==> src/rtl/mem_exec_pkg.sv <==
// Shared definitions for the memory-operand execute stage:
// opcode encodings, FSM state type, opcode classification helpers
// and default word/address widths.
package mem_exec_pkg;

    localparam int DW_DEFAULT = 16;
    localparam int AW_DEFAULT = 6;

    localparam logic [3:0] OP_NOP = 4'h0;
    localparam logic [3:0] OP_MOV = 4'h1;
    localparam logic [3:0] OP_ADD = 4'h2;
    localparam logic [3:0] OP_SUB = 4'h3;
    localparam logic [3:0] OP_AND = 4'h4;
    localparam logic [3:0] OP_OR  = 4'h5;
    localparam logic [3:0] OP_XOR = 4'h6;
    localparam logic [3:0] OP_NOT = 4'h7;
    localparam logic [3:0] OP_SHL = 4'h8;
    localparam logic [3:0] OP_SHR = 4'h9;

    typedef enum logic [2:0] {
        ST_IDLE,
        ST_RD_SRC,
        ST_RD_DST,
        ST_CALC,
        ST_WB,
        ST_DONE
    } state_e;

    // Binary ops need both dest and src read from RAM.
    function automatic logic is_binary(input logic [3:0] op);
        return (op >= OP_ADD) && (op <= OP_XOR);
    endfunction

    // Opcodes A-F are undefined.
    function automatic logic is_legal(input logic [3:0] op);
        return op <= OP_SHR;
    endfunction

endpackage

==> src/rtl/mem_exec_alu.sv <==
// Combinational ALU for the execute stage. Operand A is the dest word
// for binary ops and the src word for unary ops; operand B is the src
// word (binary ops only).
module mem_exec_alu
    import mem_exec_pkg::*;
#(
    parameter int DW = DW_DEFAULT
) (
    input  logic [DW-1:0] a_i,
    input  logic [DW-1:0] b_i,
    input  logic [3:0]    op_i,
    output logic [DW-1:0] result_o,
    output logic          carry_o
);

    logic [DW:0] sum;

    assign sum = {1'b0, a_i} + {1'b0, b_i};

    // Result and carry/borrow for every opcode; NOP/illegal give zeros.
    always_comb begin
        result_o = '0;
        carry_o  = 1'b0;
        case (op_i)
            OP_MOV: result_o = a_i;
            OP_ADD: begin
                result_o = sum[DW-1:0];
                carry_o  = sum[DW];
            end
            OP_SUB: begin
                result_o = a_i - b_i;
                carry_o  = (a_i < b_i);
            end
            OP_AND: result_o = a_i & b_i;
            OP_OR:  result_o = a_i | b_i;
            OP_XOR: result_o = a_i ^ b_i;
            OP_NOT: result_o = ~a_i;
            OP_SHL: begin
                result_o = {a_i[DW-2:0], 1'b0};
                carry_o  = a_i[DW-1];
            end
            OP_SHR: begin
                result_o = {1'b0, a_i[DW-1:1]};
                carry_o  = a_i[0];
            end
            default: ;
        endcase
    end

endmodule

==> src/rtl/mem_exec_unit.sv <==
// Execute stage: reads operands from the external data RAM, runs them
// through the ALU and writes the result back to dest.
// Optional macro MEM_EXEC_FLAGS_EN adds registered zero/carry flags;
// without it flag_z/flag_c are tied low.
module mem_exec_unit
    import mem_exec_pkg::*;
#(
    parameter int DW = DW_DEFAULT,
    parameter int AW = AW_DEFAULT
) (
    input  logic          clk,
    input  logic          reset,
    input  logic          start,
    input  logic [3:0]    opcode,
    input  logic [AW-1:0] dest,
    input  logic [AW-1:0] src,
    input  logic [DW-1:0] ram_rdata,
    output logic [AW-1:0] ram_addr,
    output logic          ram_read,
    output logic          ram_write,
    output logic [DW-1:0] ram_wdata,
    output logic          busy,
    output logic          done,
    output logic          err,
    output logic          flag_z,
    output logic          flag_c
);

    state_e        state_q, state_d;
    logic [3:0]    op_q;
    logic [AW-1:0] dest_q;
    logic [AW-1:0] src_q;
    logic [DW-1:0] opb_q;
    logic [DW-1:0] result_q;
    logic [DW-1:0] alu_result;
    logic          alu_carry;

    // Operand A comes straight off the RAM read port during CALC.
    mem_exec_alu #(.DW(DW)) u_alu (
        .a_i      (ram_rdata),
        .b_i      (opb_q),
        .op_i     (op_q),
        .result_o (alu_result),
        .carry_o  (alu_carry)
    );

    // State register, instruction latch, operand B and result registers.
    always_ff @(posedge clk) begin
        if (!reset) begin
            state_q  <= ST_IDLE;
            op_q     <= '0;
            dest_q   <= '0;
            src_q    <= '0;
            opb_q    <= '0;
            result_q <= '0;
        end else begin
            state_q <= state_d;
            if (state_q == ST_IDLE && start) begin
                op_q   <= opcode;
                dest_q <= dest;
                src_q  <= src;
            end
            if (state_q == ST_RD_DST) begin
                opb_q <= ram_rdata;
            end
            if (state_q == ST_CALC) begin
                result_q <= alu_result;
            end
        end
    end

    // Next-state sequencing; start is only looked at in IDLE.
    always_comb begin
        state_d = state_q;
        case (state_q)
            ST_IDLE: begin
                if (start) begin
                    if (!is_legal(opcode) || opcode == OP_NOP) state_d = ST_DONE;
                    else                                       state_d = ST_RD_SRC;
                end
            end
            ST_RD_SRC: state_d = is_binary(op_q) ? ST_RD_DST : ST_CALC;
            ST_RD_DST: state_d = ST_CALC;
            ST_CALC:   state_d = ST_WB;
            ST_WB:     state_d = ST_DONE;
            ST_DONE:   state_d = ST_IDLE;
            default:   state_d = ST_IDLE;
        endcase
    end

    // RAM drive and status outputs decoded from the current state.
    always_comb begin
        ram_addr  = '0;
        ram_read  = 1'b0;
        ram_write = 1'b0;
        ram_wdata = '0;
        done      = 1'b0;
        err       = 1'b0;
        busy      = (state_q != ST_IDLE);
        case (state_q)
            ST_RD_SRC: begin
                ram_read = 1'b1;
                ram_addr = src_q;
            end
            ST_RD_DST: begin
                ram_read = 1'b1;
                ram_addr = dest_q;
            end
            ST_WB: begin
                ram_write = 1'b1;
                ram_addr  = dest_q;
                ram_wdata = result_q;
            end
            ST_DONE: begin
                done = 1'b1;
                err  = !is_legal(op_q);
            end
            default: ;
        endcase
    end

`ifdef MEM_EXEC_FLAGS_EN
    logic carry_q;
    logic flag_z_q;
    logic flag_c_q;

    // Carry is held from CALC; both flags commit as WB completes, so
    // an operation aborted by reset never disturbs them.
    always_ff @(posedge clk) begin
        if (!reset) begin
            carry_q  <= 1'b0;
            flag_z_q <= 1'b0;
            flag_c_q <= 1'b0;
        end else begin
            if (state_q == ST_CALC) begin
                carry_q <= alu_carry;
            end
            if (state_q == ST_WB) begin
                flag_z_q <= (result_q == '0);
                flag_c_q <= carry_q;
            end
        end
    end

    assign flag_z = flag_z_q;
    assign flag_c = flag_c_q;
`else
    logic unused_alu_carry;
    assign unused_alu_carry = alu_carry;
    assign flag_z = 1'b0;
    assign flag_c = 1'b0;
`endif

endmodule

==> config.mk <==
export PLATFORM = sky130hd
export DESIGN_NAME = mem_exec_unit
export DESIGN_NICKNAME = d
export VERILOG_FILES = /design/src/rtl/mem_exec_pkg.sv /design/src/rtl/mem_exec_alu.sv /design/src/rtl/mem_exec_unit.sv
export SDC_FILE = /design/constraint.sdc
export NUM_CORES = 1
export LEC_CHECK = 0
export CAP_MARGIN = 0
export CORE_UTILIZATION = 30
export DETAILED_ROUTE_END_ITERATION = 12
export SKIP_CTS_REPAIR_TIMING = 1
export SLEW_MARGIN = 20
export SYNTH_ARGS = -nofsm -noshare
export SYNTH_HDL_FRONTEND = slang
export SYNTH_SLANG_ARGS = --single-unit
==> constraint.sdc <==
create_clock -name clk -period 8.55 [get_ports clk]
set_input_delay 2.1375 -clock clk [delete_from_list [all_inputs] [get_ports clk]]
set_output_delay 2.1375 -clock clk [all_outputs]
set_load 0.005 [all_outputs]
==> results.json, run 1 <==
{
  "root_buffer": "clkbuf_16",
  "synth_area_sq_um": 4490,
  "clk_latency_ns": 0.31,
  "via_count": 4600,
  "ys_ff_latch": 51,
  "synthAdderAreaFrac": 0.138,
  "numCtsBuffers": 5,
  "synthMuxAreaShare": 0.0159,
  "antenna_found_initial": 0,
  "clockBufferDepth": 2,
  "synth_async_sr_flop_share": 0,
  "grt_max_degree": 50,
  "grt_pass1_wl_mm": 22.9,
  "grt.overflow.total": 0,
  "p_total_mw": 1.57,
  "die_area_sq_um": 15500,
  "place_congestion": 0.883,
  "cellLeakagePower_nw": 2.07,
  "fillers": 1517,
  "cap_violations": 0,
  "tightest_slew_ns": 1.07,
  "multiInputGateArea_sq_um": 3200,
  "io_buffers": 61,
  "grt_pass1_vias": 4433,
  "avgSynthCellArea_sq_um": 7.26,
  "synthCells": 619,
  "cts.sinks": 51,
  "critical_path.max_fanout": 4,
  "grt.total_usage": 0.184,
  "final_common_cell": "nand2_1",
  "end_kind": "flop",
  "setup_viol": 0,
  "routedWlPerCell_microns": 16.9,
  "dpl_worst_slack_ns": 3.50,
  "rows": 44,
  "maxSlewViolCount": 0,
  "synth_ff_type": "dfxtp_1",
  "startpoint_type": "input port",
  "power_density_nw_per_um2": 290,
  "synth_top_family_by_area": "compound AO/OA/AOI/OAI gates",
  "start_util": 0.308,
  "crit_required_ns": 8.80,
  "cts.htree.levels": 2,
  "ys_types": 66,
  "drt_iter0_drc": 431,
  "final.period_utilization": 0.559,
  "routed_via_density": 5.48,
  "areaGrowthSynthToFinish_pct": 20.8,
  "hp-class": "flop to flop",
  "synth_edf_count": 0,
  "drive_above_1_share": 0.0366,
  "hpwl_mm": 9.86,
  "diodes": 0,
  "yosysSeqAreaShare": 0.227,
  "totalNegativeSetupSlack_ns": 0,
  "outcome": "complete, no violations",
  "nets": 739,
  "fin_skew_ns": 0.00683,
  "path_class": "input port to flop",
  "cts_tree": "yes",
  "setup_ws_ns": 3.77,
  "yosys.area_share.xor_xnor": 0.0370,
  "holdWs_ns": 0.455,
  "ioPinCount": 64,
  "die_x_microns": 124,
  "rsz0062_at_grt": "false",
  "register_area_sq_um": 1020,
  "yosys.area_share.simple": 0.248,
  "drc_errors": 0,
  "max_freq_mhz": 209,
  "finalHoldViolCount": 0,
  "final_cell_mix": "nand2_1 (105), a21oi_1 (74), clkdlybuf4s50_1 (61), dfxtp_1 (51), ha_1 (48)",
  "ant_nets": 0,
  "dieHeight_microns": 124,
  "dr.pass1.iters": 5,
  "slew_headroom": 0.286,
  "arrival_ns": 5.03,
  "wl_mm": 14.2,
  "synth_compound_area_frac": 0.266,
  "core_sq_um": 14600,
  "clk_pin_slew_ns": 0.07,
  "yosysWarnings": 0,
  "min_period_ns": 4.78,
  "peakVddDrop_mv": 0.151,
  "finalCoreUtilization": 0.372
}
[synth_stat cells (4+ instances only)]
cell type    n  area, sq um
a21o_1       7         52.6
a21oi_1     74          370
a221oi_1    10         87.6
a22o_1       7         61.3
a22oi_1     13         97.6
a311oi_1     4         35.0
a31oi_1      8         50.1
and2_1      20          125
and3_1       6         37.5
buf_2        8         40.0
clkbuf_1    25         93.8
dfxtp_1     51         1020
ha_1        48          601
inv_1       38          143
mux2i_1      6         60.1
nand2_1    105          394
nand2b_1     4         25.0
nand3_1     15         75.1
nor2_1      38          143
nor3_1       9         45.0
o211ai_1     4         30.0
o21a_1       4         30.0
o21ai_0     29          145
xnor2_1     18          158
[sequential cells by signal, indices dropped and copies added (netlist names)]
register  count
src_q         6
dest_q        6
result_q     16
opb_q        16
op_q          4
state_q       3
[metrics by stage]
step / instance area, sq um / std cells
after floorplan: 4500 / 620
after global placement: 5240 / 832
after detailed placement: 5240 / 832
after CTS: 5430 / 840
after global routing: 5430 / 840
final: 5430 / 840
[area by class of cell]
class                           instances  area share
Clock buffer                            6      0.0237
Clock inverter                          2      0.0111
Inverter                               38      0.0263
Multi-Input combinational cell        493       0.589
Sequential cell                        51       0.188
Tap cell                              184      0.0424
Timing Repair Buffer                   66       0.119
[worst max-delay path, stage by stage]
cell             delay (ns)
clkdlybuf4s50_1        0.48
inv_1                  0.15
ha_1                   0.19
inv_1                  0.05
fa_1                   0.42
a211oi_1               0.33
nor2_1                 0.14
o21a_1                 0.26
o211a_1                0.27
or4b_1                 0.50
nand3_1                0.09
[where the power goes]
part           switching (mW)  internal, mW  leakage, nW
logic                   0.564         0.410         1.56
registers              0.0579         0.272        0.414
clock network          0.0998         0.168       0.0911
total                   0.722         0.850         2.07
[cell families after synthesis]
logic type / after synthesis
compound gates: 187
xor+xnor: 19
fa+ha+maj: 49
buf+inv: 76
flops: 51
mux: 7
other cells: 1
simple gates: 229
[layer usage]
layer  vias to the layer above  share of wire  track usage
li1                       2269              -            -
met1                      2189           0.47        0.239
met2                       122           0.47        0.299
met3                        20          0.041       0.0322
met4                         0          0.018       0.0744
met5                         -              0            0
[worst paths after layout]
path | slack (ns) | endpoint | cells after the start | start
max | 3.77 | result_q[12]$_SDFFE_PN0N_ | 11 | ram_rdata[0]
max reg2reg | 4.67 | result_q[12]$_SDFFE_PN0N_ | 10 | op_q[1]$_SDFFE_PN0P_
min reg2reg | 0.46 | dest_q[2]$_SDFFE_PN0P_ | 2 | dest_q[2]$_SDFFE_PN0P_
min | 0.46 | dest_q[2]$_SDFFE_PN0P_ | 2 | dest_q[2]$_SDFFE_PN0P_
(Power assumes the default switching activity.)
==> run 2: changes to the inputs <==
==> constraint.sdc (replaced) <==
create_clock -name clk -period 4.05 [get_ports clk]
set_input_delay 1.0125 -clock clk [delete_from_list [all_inputs] [get_ports clk]]
set_output_delay 1.0125 -clock clk [all_outputs]
set_load 0.005 [all_outputs]
==> run 2 against run 1 <==
Non-clock buffer count grew 5. Sequential power increased by 100%. First-iteration DRC count down 4.4%.
==> results.json, run 2 (synthesis results as in run 1) <==
{
  "outcome": "complete, no violations",
  "power_density_nw_per_um2": 586,
  "final.period_utilization": 0.907,
  "dieHeight_microns": 124,
  "hpwl_mm": 9.91,
  "io_buffers": 61,
  "reg2reg_from": "op_q[1]$_SDFFE_PN0P_",
  "setup_ws_ns": 0.379,
  "grt_max_degree": 49,
  "core_sq_um": 14600,
  "routedWlPerCell_microns": 16.6,
  "crit_top_cell": "inv_1",
  "routed_via_density": 5.55,
  "grt.overflow.total": 0,
  "clockBufferDepth": 2,
  "path_class": "input port to flop",
  "arrival_ns": 3.91,
  "drc_errors": 0,
  "finalHoldViolCount": 0,
  "root_buffer": "clkbuf_16",
  "holdWs_ns": 0.452,
  "grt_pass1_vias": 4395,
  "tightest_slew_ns": 1.05,
  "path_cells": "clkdlybuf4s50_1 > inv_1 > ha_1 > inv_1 > fa_1 > a211oi_1 > nor2_1 > o21a_1 > o211a_1 > or4b_1 > nand3_1",
  "min_period_ns": 3.67,
  "fin_skew_ns": 0.00751,
  "crit_path_start": "ram_rdata[0]",
  "ioPinCount": 64,
  "slowest_stage": "or4b_1",
  "setup.worst_path.end": "result_q[12]$_SDFFE_PN0N_",
  "startpoint_type": "input port",
  "die_area_sq_um": 15500,
  "final_common_cell": "nand2_1",
  "setup_viol": 0,
  "start_util": 0.308,
  "final_cell_mix": "nand2_1 (105), a21oi_1 (74), clkdlybuf4s50_1 (61), dfxtp_1 (51), ha_1 (48)",
  "areaGrowthSynthToFinish_pct": 20.7,
  "top_regs": "opb_q (16), result_q (16)",
  "antenna_found_initial": 0,
  "wl_mm": 14.0,
  "clk_latency_ns": 0.30,
  "cts_tree": "yes",
  "rr_endpoint": "result_q[12]$_SDFFE_PN0N_",
  "grt.total_usage": 0.181,
  "clk_pin_slew_ns": 0.07,
  "via_count": 4693,
  "cts.sinks": 51,
  "crit_required_ns": 4.29,
  "hp-class": "flop to flop",
  "drt_iter0_drc": 412,
  "rows": 44,
  "r2r_cells": 9,
  "cap_violations": 0,
  "critical_path.max_fanout": 4,
  "max_freq_mhz": 272,
  "nets": 744,
  "numCtsBuffers": 5,
  "drive_above_1_share": 0.0439,
  "cellLeakagePower_nw": 2.08,
  "maxSlewViolCount": 0,
  "critical-path-max-stage-delay_ns": 0.50,
  "ff2ff_setup_slack_ns": 0.65,
  "peakVddDrop_mv": 0.289,
  "rsz0062_at_grt": "false",
  "grt_pass1_wl_mm": 22.7,
  "hold-path-cell-count": 2,
  "cts.htree.levels": 2,
  "p_total_mw": 3.18,
  "totalNegativeSetupSlack_ns": 0,
  "place_congestion": 0.895,
  "slew_headroom": 0.298,
  "dr.pass1.iters": 6,
  "ant_nets": 0,
  "dpl_worst_slack_ns": 0.117,
  "end_kind": "flop",
  "die_x_microns": 124
}
-- run 2: cell count changes in the layout (fill, tap and decap cells not counted) --
cell | before | now
diode_2 | 0 | 1
clkinv_2 | 0 | 1
clkbuf_8 | 0 | 1
clkbuf_1 | 1 | 0
bufinv_16 | 2 | 0
buf_4 | 5 | 10
-- run 2: worst min path at each step --
stage	start	endpoint	slack [ns]
finish	result_q[3]$_SDFFE_PN0N_	result_q[3]$_SDFFE_PN0N_	0.45
floorplan	result_q[3]$_SDFFE_PN0N_	result_q[3]$_SDFFE_PN0N_	0.43
global route	src_q[3]$_SDFFE_PN0P_	src_q[3]$_SDFFE_PN0P_	0.48
global placement	result_q[3]$_SDFFE_PN0N_	result_q[3]$_SDFFE_PN0N_	0.44
detailed placement	result_q[3]$_SDFFE_PN0N_	result_q[3]$_SDFFE_PN0N_	0.44
CTS	dest_q[2]$_SDFFE_PN0P_	dest_q[2]$_SDFFE_PN0P_	0.46
-- run 2: area by class of cell --
type | instances | area, sq um
Tap cell | 184 | 230
Clock inverter | 1 | 5.00
Timing Repair Buffer | 71 | 686
Inverter | 38 | 143
Sequential cell | 51 | 1020
Clock buffer | 6 | 139
Antenna cell | 1 | 2.50
Multi-Input combinational cell | 493 | 3200
Fill cell | 1483 | 9170
-- run 2: metrics by stage --
step	instance area [sq um]	std cells	util
CTS	5420	844	0.372
detailed placement	5280	837	0.362
finish	5420	845	0.372
global placement	5280	837	0.362
floorplan	4500	620	-
global route	5420	844	0.372
-- run 2: per-layer routing --
metal | wire length, microns | track usage | vias up
met2 | 6530 | 0.296 | 135
met5 | 0 | 0 | -
met1 | 6620 | 0.240 | 2256
met3 | 625 | 0.0232 | 18
li1 | - | - | 2284
met4 | 261 | 0.0673 | 0
-- run 2: power breakdown --
group | leakage [nW] | internal, mW | switching, mW | total (mW)
registers | 0.414 | 0.575 | 0.0955 | 0.671
clock network | 0.0727 | 0.242 | 0.195 | 0.437
logic | 1.59 | 0.874 | 1.20 | 2.07
total | 2.08 | 1.69 | 1.49 | 3.18
-- run 2: worst max-delay path: cells and delay by family --
kind	cells	cell delay, ns
buffers and inverters	3	0.69
and+or+nand+nor	3	0.73
AOI/OAI and AO/OA	3	0.87
adders and majority gates	2	0.62
